==> config.mk <==
export PLATFORM = sky130hd
export DESIGN_NAME = sc_regshifter_ctrl
export DESIGN_NICKNAME = d
export VERILOG_FILES = /design/src/rtl/sc_regshifter_pkg.sv /design/src/rtl/sc_tick_timer.sv /design/src/rtl/sc_regshifter_ctrl.sv
export SDC_FILE = /design/constraint.sdc
export NUM_CORES = 1
export LEC_CHECK = 0
export ABC_AREA = 0
export BUFFER_PORTS_ARGS = -buffer_cell sky130_fd_sc_hd__buf_2
export CORE_ASPECT_RATIO = 1.25
export CORE_MARGIN = 5
export CORE_UTILIZATION = 55
export CTS_CLUSTER_DIAMETER = 100
export DETAILED_ROUTE_END_ITERATION = 8
export PLACE_DENSITY_LB_ADDON = 0.2
export SLEW_MARGIN = 40
export SYNTH_ARGS = -nofsm -noshare
export SYNTH_HDL_FRONTEND = slang
export SYNTH_SLANG_ARGS = --single-unit
export TNS_END_PERCENT = 1
==> constraint.sdc <==
create_clock -name SC_RegSHIFTERCTRL_CLOCK_50 -period 6.06 [get_ports SC_RegSHIFTERCTRL_CLOCK_50]
set_input_delay 1.212 -clock SC_RegSHIFTERCTRL_CLOCK_50 [delete_from_list [all_inputs] [get_ports SC_RegSHIFTERCTRL_CLOCK_50]]
set_output_delay 1.212 -clock SC_RegSHIFTERCTRL_CLOCK_50 [all_outputs]
set_load 0.01 [all_outputs]
==> src/rtl/sc_regshifter_pkg.sv <==
// Shared encodings for the SC_RegSHIFTER controller and its datapath integration.
// Holds the FSM state type, the datapath selection codes and the direction-to-code mapping.
package sc_regshifter_pkg;

  typedef enum logic [2:0] {
    ST_IDLE  = 3'd0,
    ST_LOAD  = 3'd1,
    ST_WAIT  = 3'd2,
    ST_SHIFT = 3'd3,
    ST_DONE  = 3'd4
  } state_t;

  typedef enum logic [1:0] {
    SEL_HOLD = 2'b00,
    SEL_LOAD = 2'b01,
    SEL_SHL  = 2'b10,
    SEL_SHR  = 2'b11
  } shiftsel_t;

  function automatic shiftsel_t shift_code(input logic dir);
    return dir ? SEL_SHR : SEL_SHL;
  endfunction

endpackage

==> src/rtl/sc_tick_timer.sv <==
// Loadable down-counter that paces the gap between shift commands.
// Stops at zero instead of wrapping; clear has priority over load and decrement.
module sc_tick_timer #(
  parameter int DATA_W = 16
) (
  input  logic              i_clk,
  input  logic              i_rst_n,
  input  logic              i_clr,
  input  logic              i_load,
  input  logic [DATA_W-1:0] i_load_val,
  input  logic              i_dec,
  output logic              o_zero
);

  localparam logic [DATA_W-1:0] ONE = DATA_W'(1);

  logic [DATA_W-1:0] r_count;

  always_ff @(posedge i_clk or negedge i_rst_n) begin
    if (!i_rst_n) begin
      r_count <= '0;
    end else if (i_clr) begin
      r_count <= '0;
    end else if (i_load) begin
      r_count <= i_load_val;
    end else if (i_dec && (r_count != '0)) begin
      r_count <= r_count - ONE;
    end
  end

  assign o_zero = (r_count == '0);

endmodule

==> src/rtl/sc_regshifter_ctrl.sv <==
// Sequencer for the SC_RegSHIFTER datapath: load a seed, then issue N spaced shifts.
// All outputs are registered and change together with the state they belong to.
module sc_regshifter_ctrl
  import sc_regshifter_pkg::*;
#(
  parameter int RegSHIFTERCTRL_DATAWIDTH  = 8,
  parameter int RegSHIFTERCTRL_COUNTWIDTH = 4,
  parameter int RegSHIFTERCTRL_DIVWIDTH   = 16
) (
  input  logic                                 SC_RegSHIFTERCTRL_CLOCK_50,
  input  logic                                 SC_RegSHIFTERCTRL_RESET_InLow,
  input  logic                                 SC_RegSHIFTERCTRL_start_InHigh,
  input  logic                                 SC_RegSHIFTERCTRL_abort_InHigh,
  input  logic                                 SC_RegSHIFTERCTRL_dir_In,
  input  logic [RegSHIFTERCTRL_COUNTWIDTH-1:0] SC_RegSHIFTERCTRL_count_In,
  input  logic [RegSHIFTERCTRL_DIVWIDTH-1:0]   SC_RegSHIFTERCTRL_period_In,
  input  logic [RegSHIFTERCTRL_DATAWIDTH-1:0]  SC_RegSHIFTERCTRL_seed_In,
  output logic [1:0]                           SC_RegSHIFTERCTRL_shiftselection_Out,
  output logic [RegSHIFTERCTRL_DATAWIDTH-1:0]  SC_RegSHIFTERCTRL_data_OutBUS,
  output logic                                 SC_RegSHIFTERCTRL_busy_Out,
  output logic                                 SC_RegSHIFTERCTRL_done_OutHigh,
  output logic [RegSHIFTERCTRL_COUNTWIDTH-1:0] SC_RegSHIFTERCTRL_remaining_Out
);

  localparam int CW = RegSHIFTERCTRL_COUNTWIDTH;
  localparam logic [CW-1:0] CNT_ONE = CW'(1);

  state_t                                r_state;
  shiftsel_t                             r_sel;
  logic [RegSHIFTERCTRL_DATAWIDTH-1:0]   r_data;
  logic                                  r_busy;
  logic                                  r_done;
  logic [CW-1:0]                         r_remaining;
  logic                                  r_dir;
  logic [RegSHIFTERCTRL_DIVWIDTH-1:0]    r_period;

  logic w_abort_now;
  logic w_timer_load;
  logic w_timer_dec;
  logic w_timer_zero;

  assign w_abort_now  = SC_RegSHIFTERCTRL_abort_InHigh && (r_state != ST_IDLE);
  // Reload the gap timer whenever the FSM is about to enter WAIT.
  assign w_timer_load = !w_abort_now && (r_remaining != '0) &&
                        ((r_state == ST_LOAD) || (r_state == ST_SHIFT));
  assign w_timer_dec  = (r_state == ST_WAIT) && !w_timer_zero;

  sc_tick_timer #(
    .DATA_W (RegSHIFTERCTRL_DIVWIDTH)
  ) u_timer (
    .i_clk      (SC_RegSHIFTERCTRL_CLOCK_50),
    .i_rst_n    (SC_RegSHIFTERCTRL_RESET_InLow),
    .i_clr      (w_abort_now),
    .i_load     (w_timer_load),
    .i_load_val (r_period),
    .i_dec      (w_timer_dec),
    .o_zero     (w_timer_zero)
  );

  always_ff @(posedge SC_RegSHIFTERCTRL_CLOCK_50 or negedge SC_RegSHIFTERCTRL_RESET_InLow) begin
    if (!SC_RegSHIFTERCTRL_RESET_InLow) begin
      r_state     <= ST_IDLE;
      r_sel       <= SEL_HOLD;
      r_data      <= '0;
      r_busy      <= 1'b0;
      r_done      <= 1'b0;
      r_remaining <= '0;
      r_dir       <= 1'b0;
      r_period    <= '0;
    end else begin
      r_done <= 1'b0;
      if (w_abort_now) begin
        r_state     <= ST_IDLE;
        r_sel       <= SEL_HOLD;
        r_data      <= '0;
        r_busy      <= 1'b0;
        r_remaining <= '0;
      end else begin
        case (r_state)
          ST_IDLE: begin
            if (SC_RegSHIFTERCTRL_start_InHigh && !SC_RegSHIFTERCTRL_abort_InHigh) begin
              r_state     <= ST_LOAD;
              r_sel       <= SEL_LOAD;
              r_data      <= SC_RegSHIFTERCTRL_seed_In;
              r_busy      <= 1'b1;
              r_remaining <= SC_RegSHIFTERCTRL_count_In;
              r_dir       <= SC_RegSHIFTERCTRL_dir_In;
              r_period    <= SC_RegSHIFTERCTRL_period_In;
            end
          end
          ST_LOAD: begin
            r_sel <= SEL_HOLD;
            if (r_remaining == '0) begin
              r_state <= ST_DONE;
              r_done  <= 1'b1;
            end else begin
              r_state <= ST_WAIT;
            end
          end
          ST_WAIT: begin
            // Remaining is decremented on entry so it reads "still to issue" during SHIFT.
            if (w_timer_zero) begin
              r_state <= ST_SHIFT;
              r_sel   <= shift_code(r_dir);
              if (r_remaining != '0) r_remaining <= r_remaining - CNT_ONE;
            end
          end
          ST_SHIFT: begin
            r_sel <= SEL_HOLD;
            if (r_remaining == '0) begin
              r_state <= ST_DONE;
              r_done  <= 1'b1;
            end else begin
              r_state <= ST_WAIT;
            end
          end
          ST_DONE: begin
            r_state <= ST_IDLE;
            r_sel   <= SEL_HOLD;
            r_busy  <= 1'b0;
          end
          default: begin
            r_state <= ST_IDLE;
            r_sel   <= SEL_HOLD;
            r_busy  <= 1'b0;
          end
        endcase
      end
    end
  end

  assign SC_RegSHIFTERCTRL_shiftselection_Out = r_sel;
  assign SC_RegSHIFTERCTRL_data_OutBUS        = r_data;
  assign SC_RegSHIFTERCTRL_busy_Out           = r_busy;
  assign SC_RegSHIFTERCTRL_done_OutHigh       = r_done;
  assign SC_RegSHIFTERCTRL_remaining_Out      = r_remaining;

endmodule

==> qor.yml <==
outcome:
  status: "completed"
setup_path:
  cp.required_ns: 6.26
  arrival_ns: 3.13
  end_kind: "flop"
  cp_slowest_cell: "nor2_1"
  crit_path_start_kind: "input port"
  rr_startpoint: "SC_RegSHIFTERCTRL_remaining_Out[0]$_DFFE_PN0P_"
  max_stage_delay_ns: 0.60
  reg2reg_to: "u_timer.r_count[14]$_DFFE_PN0P_"
  path_class: "in -> reg"
  worstSetupStartpoint: "SC_RegSHIFTERCTRL_abort_InHigh"
  cp_max_fo: 13
  r2r_setup_slack_ns: 3.59
  reg2reg_depth: 7
  cp_cell_sequence: "buf_2, nor2_1, nand3b_1, nor2_1, nand3b_1, o311ai_1"
grt:
  grt_pass1_wl_um: 10100
  grt_max_degree: 53
  grt_antenna_before_repair: 0
  grt-ovfl-total: 0
  grtUsageTotal_pct: 20.0
  grt_pass1_vias: 2112
power:
  total_power_mw: 1.34
  p_seq_share_pct: 43.4
  p_int_mw: 0.837
  pwr-share-comb_pct: 37.2
  leakagePower_nw: 1.36
  switching_share_pct: 37.5
  pwr-share-clk_pct: 19.4
  p_per_area_nw_per_um2: 445
  peakVddDrop_uv: 219
  switchingPower_mw: 0.501
timing:
  tns_ns: 0
  slew_headroom_pct: 48.4
  fin_crit_ns: 2.93
  clock_skew_ns: 0.00563
  fmax_mhz: 341
  worst_pin_slew_ns: 0.763
  setup_viol: 0
  rsz0062_at_grt: "false"
  hold_violations: 0
  maxSlewViolCount: 0
  timing.final.crit_share_pct: 48.4
logic_synthesis:
  ys_ff_latch: 52
  netlist_area_sq_um: 2640
  synth-simple-area-share_pct: 20.6
  synth_warnings: 0
  avgSynthCellArea_sq_um: 10.3
  yosysTopAreaCellShare_pct: 49.4
  yosysMostFrequentCell: "dfrtp_1"
  synthAdderAreaFrac_pct: 1.42
  netlist_top_cells_area: "dfrtp_1, mux2_2, nand2_1, a22o_1, a21oi_1"
  async_reset_ff_share_pct: 100
  synth_compound_area_share_pct: 16.7
  synth_top_family_by_area: "simple AND/OR/NAND/NOR gates"
  synth_ff_type: "dfrtp_1"
  synth.distinct_cells: 50
  synthXorXnorAreaFrac_pct: 0.332
  synth_fp_nets: 292
  synth_edf_count: 0
  synth_seq_area_share_pct: 49.4
  syn_inst: 256
  synthMuxAreaShare_pct: 7.64
  ys_top_cells_by_count: "dfrtp_1, nand2_1, mux2_2, nor2_1, a21oi_1"
  synth_largest_area_cell: "dfrtp_1"
die:
  initial_core_util_pct: 56.1
  rows: 28
  core_region_area_sq_um: 4690
  die-width_um: 71.9
  io_pins: 49
  die_h_um: 87.4
  die-area_sq_um: 6280
placed_design:
  gp_congestion: 0.891
  dpl.hpwl_um: 3970
  dp_cells: 350
  io_buffers: 48
worst_hold_path:
  hold_path_end: "u_timer.r_count[15]$_DFFE_PN0P_"
  min-delay-path-class: "reg -> reg"
  worstHoldPathCells: 2
  min_from: "r_period[15]$_DFFE_PN0P_"
route:
  finalWirelength_um: 5680
  route.met3.wl_um: 303
  drt-met1-wl_um: 2540
  wl_per_cell_um: 15.9
  dr_wl_met2_um: 2740
  first_pass_iters: 4
  maxUsedRoutingLayer: "met4"
  drc_errors: 0
  vias_per_cell: 5.95
  via_count: 2131
  drt_iter0_drc: 168
  ant_nets: 0
clocking:
  clk_pin_slew_ns: 0.09
  cts_buffers: 5
  cts_sinks: 52
  cts_buffer_depth: 2
  cts_tree: "done"
  clk-insertion-delay-late_ns: 0.30
  cts_resized: 0
  htree_levels: 2
  cts_hold_buf: 0
  cts-root-buf: "clkbuf_8"
  cts_setup_buffers: 0
final_layout:
  final_cells: 358
  area_growth_pct: 14.2
  drive_above_1_share_pct: 28.2
  n_antenna_cell: 0
  final_nets: 333
flow_run:
  drv_cap: 0
[critical path: cells and delay by family]
kind	cells	cell delay, ns
and+or+nand+nor	4	1.54
AOI/OAI and AO/OA	1	0.24
buffers and inverters	1	0.13
[through the flow]
step	setup slack (ns)	hold slack (ns)	util (%)	instance area (sq um)
finish	3.13	0.491	64.1	3010
global route	2.97	0.521	64.1	3010
CTS	3.16	0.489	64.1	3010
detailed placement	2.83	0.469	61.4	2880
global placement	2.96	0.461	61.4	2880
floorplan	3.56	0.446	-	2640
[power groups by stage]
stage / logic (mW) / registers [mW] / clock network [mW]
final: 0.498 / 0.581 / 0.259
after floorplan: 0.384 / 0.567 / 0
after CTS: 0.500 / 0.579 / 0.261
after global routing: 0.561 / 0.603 / 0.276
after detailed placement: 0.500 / 0.583 / 0
after global placement: 0.490 / 0.581 / 0
[final cells by class]
class / instances / area [sq um]
clock buffer: 7 / 96.3
clock inverter: 1 / 30.0
fill: 411 / 1680
inverter: 6 / 22.5
multi-input combinational: 182 / 1230
sequential: 52 / 1300
tap: 60 / 75.1
timing repair buffer: 50 / 255
[worst max path at each step]
stage	endpoint	slack, ns	depth (start not counted)
after floorplan	r_period[10]$_DFFE_PN0P_	3.56	5
after global placement	u_timer.r_count[8]$_DFFE_PN0P_	2.96	6
after detailed placement	u_timer.r_count[8]$_DFFE_PN0P_	2.83	6
after CTS	u_timer.r_count[8]$_DFFE_PN0P_	3.16	6
after global routing	u_timer.r_count[8]$_DFFE_PN0P_	2.97	6
final	u_timer.r_count[8]$_DFFE_PN0P_	3.13	6
[cells in the final DEF (no fill, tap or decap), types with 3 or more instances in the layout]
cell,n
and3_1,5
a21oi_1,14
ha_1,3
nor3b_1,5
nand2_1,26
nor3_1,12
nor4_1,7
a22o_1,9
o21ai_0,12
nand3b_1,3
dfrtp_1,52
nor2_1,16
inv_1,6
o31a_1,3
o32ai_1,3
mux2_2,17
o211ai_1,4
buf_2,48
or3_1,3
nand3_1,4
clkbuf_8,7
[cells by family (layout without fill, tap and decap cells)]
family | count (synthesis) | count (layout)
multiplexers | 18 | 18
AND/OR/NAND/NOR | 97 | 97
flip-flops | 52 | 52
XOR/XNOR | 1 | 1
AO/OA/AOI/OAI | 63 | 63
adder cells (fa/ha/maj) | 3 | 3
buffers and inverters | 22 | 64
[metal layers]
metal	global-route usage, %	vias to the layer above
met5	0	-
met4	7.18	0
met3	3.35	10
met2	32.6	67
met1	26.9	1021
li1	-	1033
[flip-flops by register name, summed over array words and instances, names as in the netlist]
signal and flops:
r_period 16, u_timer.r_count 16, SC_RegSHIFTERCTRL_data_OutBUS 8, SC_RegSHIFTERCTRL_remaining_Out 4
r_state 3, SC_RegSHIFTERCTRL_shiftselection_Out 2, SC_RegSHIFTERCTRL_busy_Out 1, SC_RegSHIFTERCTRL_done_OutHigh 1
r_dir 1
No activity file was read; power rests on OpenSTA's default activity.
